<file path="src/rtl/sid_reg_if_pkg.sv">
// Register map of the SID window: voice bases/offsets, filter and read-only addresses.
package sid_pkg;
  localparam int SID_VOICE_STRIDE = 7;
  localparam logic [4:0] SID_V1_BASE = 5'h00;
  localparam logic [4:0] SID_V2_BASE = 5'h07;
  localparam logic [4:0] SID_V3_BASE = 5'h0E;

  localparam int SID_OFS_FREQ_LO = 0;
  localparam int SID_OFS_FREQ_HI = 1;
  localparam int SID_OFS_PW_LO   = 2;
  localparam int SID_OFS_PW_HI   = 3;
  localparam int SID_OFS_CONTROL = 4;
  localparam int SID_OFS_ATT_DEC = 5;
  localparam int SID_OFS_SUS_REL = 6;

  localparam logic [4:0] SID_FC_LO    = 5'h15;
  localparam logic [4:0] SID_FC_HI    = 5'h16;
  localparam logic [4:0] SID_RES_FILT = 5'h17;
  localparam logic [4:0] SID_MODE_VOL = 5'h18;
  localparam logic [4:0] SID_POTX     = 5'h19;
  localparam logic [4:0] SID_POTY     = 5'h1A;
  localparam logic [4:0] SID_OSC3     = 5'h1B;
  localparam logic [4:0] SID_ENV3     = 5'h1C;

  function automatic logic [4:0] sid_voice_addr(input int v, input int ofs);
    return 5'(v * SID_VOICE_STRIDE + ofs);
  endfunction
endpackage

</file>
<file path="src/rtl/sid_bus_latch.sv">
// Fading data-bus latch: holds the last bus value and clears it after BUS_DECAY_TICKS idle ce_1m ticks.
module sid_bus_latch #(
  parameter int BUS_DECAY_TICKS = 2000
) (
  input  logic       clock,
  input  logic       reset,
  input  logic       ce_1m,
  input  logic       load,
  input  logic [7:0] load_data,
  output logic [7:0] bus_val
);
  localparam int CW = $clog2(BUS_DECAY_TICKS + 1);

  logic [CW-1:0] r_cnt;
  logic [7:0]    r_val;

  // load has priority over an expiry landing on the same tick
  always_ff @(posedge clock) begin
    if (reset) begin
      r_cnt <= '0;
      r_val <= 8'h00;
    end else if (load) begin
      r_val <= load_data;
      r_cnt <= CW'(BUS_DECAY_TICKS);
    end else if (ce_1m && r_cnt != '0) begin
      r_cnt <= r_cnt - CW'(1);
      if (r_cnt == CW'(1)) r_val <= 8'h00;
    end
  end

  assign bus_val = r_val;
endmodule

</file>
<file path="src/rtl/sid_reg_if.sv">
// SID CPU register interface: decodes bus writes into voice/filter registers and returns read-only values.
// Optional fading bus latch enabled by defining SID_BUS_DECAY_EN.
module sid_reg_if
  import sid_pkg::*;
#(
  parameter int BUS_DECAY_TICKS = 2000
) (
  input  logic        clock,
  input  logic        reset,
  input  logic        ce_1m,
  input  logic        cs,
  input  logic        we,
  input  logic [4:0]  addr,
  input  logic [7:0]  data_in,
  output logic [7:0]  data_out,
  input  logic [7:0]  pot_x,
  input  logic [7:0]  pot_y,
  input  logic [7:0]  osc3,
  input  logic [7:0]  env3,
  output logic [47:0] freq,
  output logic [35:0] pw,
  output logic [23:0] control,
  output logic [23:0] att_dec,
  output logic [23:0] sus_rel,
  output logic [10:0] fc,
  output logic [7:0]  res_filt,
  output logic [7:0]  mode_vol
);
  logic [47:0] r_freq;
  logic [35:0] r_pw;
  logic [23:0] r_control, r_att_dec, r_sus_rel;
  logic [10:0] r_fc;
  logic [7:0]  r_res_filt, r_mode_vol, r_data_out;

  logic       w_access;
  logic       w_is_ro;
  logic [7:0] w_bus_val;
  logic [7:0] w_rd_data;

  assign w_access = ce_1m & cs;
  assign w_is_ro  = (addr >= SID_POTX) && (addr <= SID_ENV3);

`ifdef SID_BUS_DECAY_EN
  logic       w_load;
  logic [7:0] w_load_data;

  // writes load even at ignored addresses; reads load only what the chip actually drives
  assign w_load      = w_access & (we | w_is_ro);
  assign w_load_data = we ? data_in : w_rd_data;

  sid_bus_latch #(.BUS_DECAY_TICKS(BUS_DECAY_TICKS)) u_bus_latch (
    .clock     (clock),
    .reset     (reset),
    .ce_1m     (ce_1m),
    .load      (w_load),
    .load_data (w_load_data),
    .bus_val   (w_bus_val)
  );
`else
  assign w_bus_val = 8'h00;
`endif

  always_comb begin
    w_rd_data = w_bus_val;
    case (addr)
      SID_POTX: w_rd_data = pot_x;
      SID_POTY: w_rd_data = pot_y;
      SID_OSC3: w_rd_data = osc3;
      SID_ENV3: w_rd_data = env3;
      default:  w_rd_data = w_bus_val;
    endcase
  end

  always_ff @(posedge clock) begin
    if (reset) begin
      r_freq     <= '0;
      r_pw       <= '0;
      r_control  <= '0;
      r_att_dec  <= '0;
      r_sus_rel  <= '0;
      r_fc       <= '0;
      r_res_filt <= '0;
      r_mode_vol <= '0;
      r_data_out <= '0;
    end else if (w_access) begin
      if (we) begin
        for (int v = 0; v < 3; v++) begin
          if (addr == sid_voice_addr(v, SID_OFS_FREQ_LO)) r_freq[16*v +: 8]     <= data_in;
          if (addr == sid_voice_addr(v, SID_OFS_FREQ_HI)) r_freq[16*v+8 +: 8]   <= data_in;
          if (addr == sid_voice_addr(v, SID_OFS_PW_LO))   r_pw[12*v +: 8]       <= data_in;
          if (addr == sid_voice_addr(v, SID_OFS_PW_HI))   r_pw[12*v+8 +: 4]     <= data_in[3:0];
          if (addr == sid_voice_addr(v, SID_OFS_CONTROL)) r_control[8*v +: 8]   <= data_in;
          if (addr == sid_voice_addr(v, SID_OFS_ATT_DEC)) r_att_dec[8*v +: 8]   <= data_in;
          if (addr == sid_voice_addr(v, SID_OFS_SUS_REL)) r_sus_rel[8*v +: 8]   <= data_in;
        end
        if (addr == SID_FC_LO)    r_fc[2:0]  <= data_in[2:0];
        if (addr == SID_FC_HI)    r_fc[10:3] <= data_in;
        if (addr == SID_RES_FILT) r_res_filt <= data_in;
        if (addr == SID_MODE_VOL) r_mode_vol <= data_in;
      end else begin
        r_data_out <= w_rd_data;
      end
    end
  end

  assign freq     = r_freq;
  assign pw       = r_pw;
  assign control  = r_control;
  assign att_dec  = r_att_dec;
  assign sus_rel  = r_sus_rel;
  assign fc       = r_fc;
  assign res_filt = r_res_filt;
  assign mode_vol = r_mode_vol;
  assign data_out = r_data_out;
endmodule

</file>
<file path="config.mk">
export PLATFORM = sky130hd
export DESIGN_NAME = sid_reg_if
export DESIGN_NICKNAME = d
export VERILOG_FILES = /design/src/rtl/sid_reg_if_pkg.sv /design/src/rtl/sid_bus_latch.sv /design/src/rtl/sid_reg_if.sv
export SDC_FILE = /design/constraint.sdc
export NUM_CORES = 1
export LEC_CHECK = 0
export CORE_MARGIN = 2
export CORE_UTILIZATION = 55
export CTS_BUF_LIST = sky130_fd_sc_hd__clkbuf_8
export CTS_CLUSTER_DIAMETER = 30
export DETAILED_ROUTE_END_ITERATION = 8
export DONT_BUFFER_PORTS = 1
export PLACE_DENSITY = 0.75
export SLEW_MARGIN = 20
export SYNTH_ARGS = -nofsm -noshare
export SYNTH_HDL_FRONTEND = slang
export SYNTH_SLANG_ARGS = --single-unit
</file>
<file path="constraint.sdc">
create_clock -name clock -period 3.16 [get_ports clock]
set_clock_uncertainty 0.1 [all_clocks]
set_input_delay 0.158 -clock clock [delete_from_list [all_inputs] [get_ports clock]]
set_output_delay 0.158 -clock clock [all_outputs]
set_load 0.005 [all_outputs]
</file>
==> results of run 1 <==
==> power by group <==
group / internal, mW / switching (mW) / total (mW)
logic: 0.0948 / 0.138 / 0.233
registers: 2.41 / 0.00533 / 2.42
clock network: 0.774 / 0.858 / 1.63
total: 3.28 / 1.00 / 4.28
==> final cells by class <==
type / count / area [µm²]
clock buffers: 20 / 275
fillers: 1159 / 5620
multi-input cells: 456 / 3900
flip-flops and latches: 191 / 3820
clock inverters: 12 / 134
repair buffers: 39 / 385
well taps: 184 / 230
==> per-stage QoR <==
step                      total power [mW]  cells  setup slack, ns
final                                 4.28    902            0.510
after global routing                  4.42    902            0.513
after CTS                             4.31    902            0.710
after detailed placement              2.64    840             1.24
after global placement                2.64    840             1.26
after floorplan                       2.64    705             1.84
==> flip-flops by register name, summed over array words and instances, names as in the netlist <==
name and count:
freq 48, pw 36, att_dec 24, control 24, sus_rel 24, fc 11
data_out 8, mode_vol 8, res_filt 8
==> logic make-up after synthesis <==
| group | share of synthesized area |
|---|---|
| simple gates | 0.224 |
| mux | 0.240 |
| flops | 0.478 |
| buf+inv | 0.0355 |
| compound gates | 0.0225 |
==> what timing repair did <==
| item | 4_1_cts | 5_1_grt |
|---|---|---|
| hold buffers | 30 | 0 |
| endpoints found under the hold margin | 191 | 0 |
| buffers inserted | 0 | 0 |
==> metal layers <==
| layer | vias to the layer above | wire length [µm] | global-route usage |
|---|---|---|---|
| li1 | 2370 | - | - |
| met1 | 2513 | 8340 | 0.316 |
| met2 | 220 | 9490 | 0.415 |
| met3 | 48 | 1990 | 0.109 |
| met4 | 0 | 556 | 0.102 |
| met5 | - | 0 | 0 |
==> worst min path at each step <==
stage | from | end | slack [ns] | cells after the start
after floorplan | env3[0] | data_out[0]$_SDFFE_PP0P_ | 0.25 | 2
after global placement | reset | pw[24]$_SDFFE_PP0P_ | 0.26 | 2
after detailed placement | reset | control[0]$_SDFFE_PP0P_ | 0.26 | 2
after CTS | data_in[6] | sus_rel[6]$_SDFFE_PP0P_ | 0.03 | 3
after global routing | data_in[6] | att_dec[6]$_SDFFE_PP0P_ | 0.03 | 3
final | data_in[6] | sus_rel[6]$_SDFFE_PP0P_ | 0.06 | 3
==> layout by cell type, fill, tap and decap left out, types with 4 or more instances in the layout <==
cell           count
nand3_4           10
nand2b_1         190
o221ai_2           8
dlygate4sd3_1     29
a22oi_1            8
nand3b_1           9
dfxtp_1          191
nand2_1            7
inv_6              4
buf_4              9
nand2_2            5
mux2i_1          183
mux2_1             8
clkbuf_8          20
==> critical path: cells and delay by family <==
kind                   cells  cell delay, ns
buffers and inverters      3            1.96
and+or+nand+nor            2            0.64
AOI/OAI and AO/OA          1            0.17
==> cell usage after synthesis, types with 2 or more instances <==
cell / number / area [µm²]
nor2b_1: 2 / 12.5
clkbuf_1: 40 / 150
and4bb_2: 2 / 25.0
nand3_2: 2 / 20.0
nand3_1: 2 / 10.0
mux2i_1: 183 / 1830
mux2_1: 8 / 90.1
nand2_4: 3 / 33.8
nand2_1: 7 / 26.3
dfxtp_1: 191 / 3820
nand4b_1: 2 / 17.5
nand3b_1: 9 / 67.6
buf_6: 3 / 33.8
nand2b_1: 191 / 1190
nand3_4: 10 / 175
buf_4: 10 / 75.1
nor2_4: 2 / 22.5
nand2_2: 5 / 31.3
o221ai_2: 8 / 120
buf_2: 5 / 25.0
nor4b_4: 2 / 47.6
a22oi_1: 8 / 60.1
==> run_results.csv, run 1 <==
group,metric,value,unit
detailed_routing,drc,0,
yosys,ys_warn_count,0,
timing,worst_pin_slew,0.953,ns
yosys,ys_seq_area_frac,0.478,
final_layout,drive_gt1_frac,0.113,
detailed_routing,vias,5151,
setup_path,cpMostUsedCell,"dlygate4sd3_1",
detailed_routing,routed_wl,20400,µm
placement,place.gp.congestion,0.940,
power_and_ir_drop,leakagePower,4.18,nW
detailed_routing,wire_per_inst,22.6,µm
cts,cts_root_buf,"clkbuf_8",
detailed_routing,via_per_inst,5.71,
placement,portBuffers,0,
cts,htree_levels,4,
yosys,async_reset_ff_frac,0,
cts,cts_tree,"done",
floorplanning,chipHeight,125,µm
global_route,grt_usage,0.262,
setup_path,slowest_delay,0.77,ns
cts,cts_buffer_depth,2,
placement,dpl_cell_area,8020,µm²
setup_path,start_kind,"input pin",
final_layout,postLayoutCoreUtil,0.609,
yosys,synthFlopType,"dfxtp_1",
placement,hpwl,12700,µm
yosys,ys_ff_latch,191,
setup_path,worstPathRequired,3.45,ns
global_route,grt_overflow,0,
timing,finalHoldViolCount,0,
floorplanning,pin_count,241,
cts,clock_latency,0.46,ns
timing,rsz0062_at_grt,"false",
setup_path,critPathArrivalTime,2.94,ns
setup_path,critPathSlowestCell,"dlygate4sd3_1",
timing,clock.fmax,377,MHz
floorplanning,coreArea,14400,µm²
outcome,status,"finished clean",
floorplanning,die-area,15500,µm²
global_route,grt_pass1_wl,31600,µm
yosys,yosysUniqueCellTypes,32,
timing,period_needed,2.65,ns
floorplanning,die_x,125,µm
setup_path,endpoint,"data_out[7]$_SDFFE_PP0P_",
cts,cts_buffers,17,
final_layout,syn_to_final_growth,9.28,%
yosys,syn_area_per_cell,11.4,µm²
final_layout,fin_nets,755,
power_and_ir_drop,ir_drop,0.295,mV
global_route,grt_pass1_vias,5420,
cts,ctsResizeCount,0,
yosys,synth_edf_count,0,
flow_run,cap_violations,0,
floorplanning,rows,44,
final_layout,design_area,8750,µm²
cts,clk_pin_slew,0.10,ns
power_and_ir_drop,p_per_area,489,nW/µm²
timing,fin_crit_sh,0.839,
detailed_routing,ant_nets,0,
setup_path,crit_type,"input pin to flop",
timing,slew-limit-headroom,0.364,
setup_path,rr_worst_depth,3,
setup_path,r2r_slack,1.74,ns
yosys,syn-cell-area,8010,µm²
floorplanning,start_util,0.557,
timing,whs,0.0578,ns
setup_path,worstReg2RegStart,"data_out[1]$_SDFFE_PP0P_",
setup_path,reg2reg_to,"data_out[1]$_SDFFE_PP0P_",
detailed_routing,dr.pass1.iters,5,
setup_path,endpoint_kind,"flop",
setup_path,cp_cell_sequence,"dlygate4sd3_1 -> nor3b_2 -> nand2_1 -> dlygate4sd3_1 -> o221ai_2 -> dlygate4sd3_1",
yosys,synth_nets,755,
timing,slew_violations,0,
detailed_routing,drt_iter0_drc,282,
final_layout,diodes,0,
timing,setup_viol,0,
setup_path,cp-startpoint,"addr[1]",
setup_path,crit_fanout,10,
cts,cts_sinks,191,
timing,setup_tns,0,ns
yosys,synthCells,705,
global_route,antenna_found_initial,0,
global_route,grt_max_degree,192,
min_path,hold_path_class,"input pin to flop",
Note: power is estimated with default switching activity, not from simulation.
==> inputs of run 2 (changes only) <==
==> constraint.sdc (replaced) <==
create_clock -name clock -period 2.6 [get_ports clock]
set_clock_uncertainty 0.1 [all_clocks]
set_input_delay 0.13 -clock clock [delete_from_list [all_inputs] [get_ports clock]]
set_output_delay 0.13 -clock clock [all_outputs]
set_load 0.005 [all_outputs]
==> run 2 against run 1 <==
Clock power rose by 19%. Routed wire length shrank 1.4%. Sequential share of layout area down 0.22 points. Worst setup slack got worse by 0.41 ns. Non-clock buffer count up 6. Via count rose by 0.17%. Critical path type unchanged. Critical path depth is the same. Critical endpoint is now data_out[3]$_SDFFE_PP0P_. Sequential cell count stayed put. Global-route usage fell by 0.57 points. Largest cell class unchanged. First-iteration DRC count rose by 0.35%. Total power is 21% higher. Combinational power increased by 27%.
==> run_results.csv, run 2 (synthesis results as in run 1) <==
group,metric,value,unit
cts,cts_tree,"done",
placement,portBuffers,0,
cts,cts_sinks,191,
detailed_routing,routed_wl,20100,µm
outcome,status,"finished clean",
timing,rsz0062_at_grt,"false",
cts,cts_buffers,17,
setup_path,endpoint_kind,"flop",
timing,whs,0.0252,ns
timing,clock.fmax,399,MHz
detailed_routing,dr.pass1.iters,6,
floorplanning,die_x,125,µm
min_path,hold_path_class,"input pin to flop",
global_route,grt_overflow,0,
global_route,grt_pass1_vias,5330,
flow_run,cap_violations,0,
global_route,grt_pass1_wl,31100,µm
setup_path,crit_type,"input pin to flop",
cts,cts_root_buf,"clkbuf_8",
timing,setup_tns,0,ns
timing,setup_viol,0,
floorplanning,coreArea,14400,µm²
global_route,grt_max_degree,192,
timing,fin_crit_sh,0.963,
detailed_routing,drt_iter0_drc,283,
placement,hpwl,12500,µm
timing,slew-limit-headroom,0.487,
detailed_routing,ant_nets,0,
cts,cts_buffer_depth,2,
floorplanning,pin_count,241,
setup_path,crit_fanout,12,
timing,finalHoldViolCount,0,
cts,htree_levels,4,
final_layout,layout_common_cells,"191 x nand2b_1, 191 x dfxtp_1, 183 x mux2i_1",
power_and_ir_drop,p_per_area,588,nW/µm²
timing,worst_pin_slew,0.767,ns
setup_path,critPathArrivalTime,2.79,ns
detailed_routing,drc,0,
final_layout,fin_nets,761,
floorplanning,chipHeight,125,µm
final_layout,nFillCells,1139,
floorplanning,die-area,15500,µm²
power_and_ir_drop,ir_drop,0.363,mV
detailed_routing,wire_per_inst,22.1,µm
setup_path,worstReg2RegStart,"data_out[5]$_SDFFE_PP0P_",
final_layout,largest_reg_flops,48,
global_route,antenna_found_initial,0,
power_and_ir_drop,finalPower,5.17,mW
detailed_routing,vias,5160,
timing,period_needed,2.50,ns
min_path,min_from,"data_in[6]",
cts,clock_latency,0.44,ns
floorplanning,rows,44,
setup_path,start_kind,"input pin",
floorplanning,start_util,0.557,
final_layout,drive_gt1_frac,0.116,
power_and_ir_drop,leakagePower,4.22,nW
final_layout,syn_to_final_growth,9.83,%
placement,place.gp.congestion,0.909,
setup_path,cp-startpoint,"addr[1]",
setup_path,worstPathRequired,2.89,ns
timing,slew_violations,0,
cts,clk_pin_slew,0.09,ns
global_route,grt_usage,0.256,
detailed_routing,via_per_inst,5.69,
final_layout,diodes,0,
==> run 2: cell count changes in the layout (fill, tap and decap cells not counted), sizes merged <==
cell         previous run  this run
buf                    10        15
inv                     6         3
clkbuf                 20        21
clkinv                  4         5
dlygate4sd3            29        30
==> run 2: through the flow <==
step                area (µm²)  cells  utilization  setup slack [ns]
floorplan                 8010    705            -              1.31
global placement          8030    842        0.559             0.816
detailed placement        8030    842        0.559             0.723
CTS                       8760    904        0.610             0.150
global route              8790    907        0.612            0.0754
finish                    8790    907        0.612            0.0960
==> run 2: layer usage <==
metal | routed length, µm | track usage | vias up
met5 | 0 | 0 | -
met4 | 483 | 0.0965 | 0
met3 | 1900 | 0.103 | 46
met2 | 9340 | 0.406 | 216
met1 | 8360 | 0.313 | 2505
li1 | - | - | 2393
==> run 2: final timing paths <==
check | end | slack [ns] | cells after the start
worst min register to register | mode_vol[6]$_SDFFE_PP0P_ | 0.40 | 2
worst max-delay path | data_out[3]$_SDFFE_PP0P_ | 0.1 | 6
worst max register to register | data_out[5]$_SDFFE_PP0P_ | 1.26 | 3
worst min-delay path | pw[18]$_SDFFE_PP0P_ | 0.03 | 3
==> run 2: area by class of cell <==
cell class | count | area, µm² | share of cell area
tap | 184 | 230 | 0.0262
multi-input combinational | 456 | 3900 | 0.444
timing repair buffer | 45 | 433 | 0.0492
clock inverter | 10 | 113 | 0.0128
clock buffer | 21 | 289 | 0.0329
sequential | 191 | 3820 | 0.435
==> run 2: critical path: stages <==
cell and delay (ns):
dlygate4sd3_1 0.82, nor3b_4 0.38, nand2_1 0.12, dlygate4sd3_1 0.60
o221ai_2 0.17, dlygate4sd3_1 0.58
==> run 2: repair_timing <==
item                       4_1_cts  5_1_grt
hold endpoints to repair       191        0
hold buffers                    31        0
resized for setup                0        1
setup endpoints to repair        0        1
buffers inserted                 0        3
==> run 2: where the power goes <==
| group | switching, mW | total (mW) | internal (mW) |
|---|---|---|---|
| registers | 0.00638 | 2.94 | 2.93 |
| logic | 0.172 | 0.296 | 0.124 |
| clock network | 0.990 | 1.94 | 0.951 |
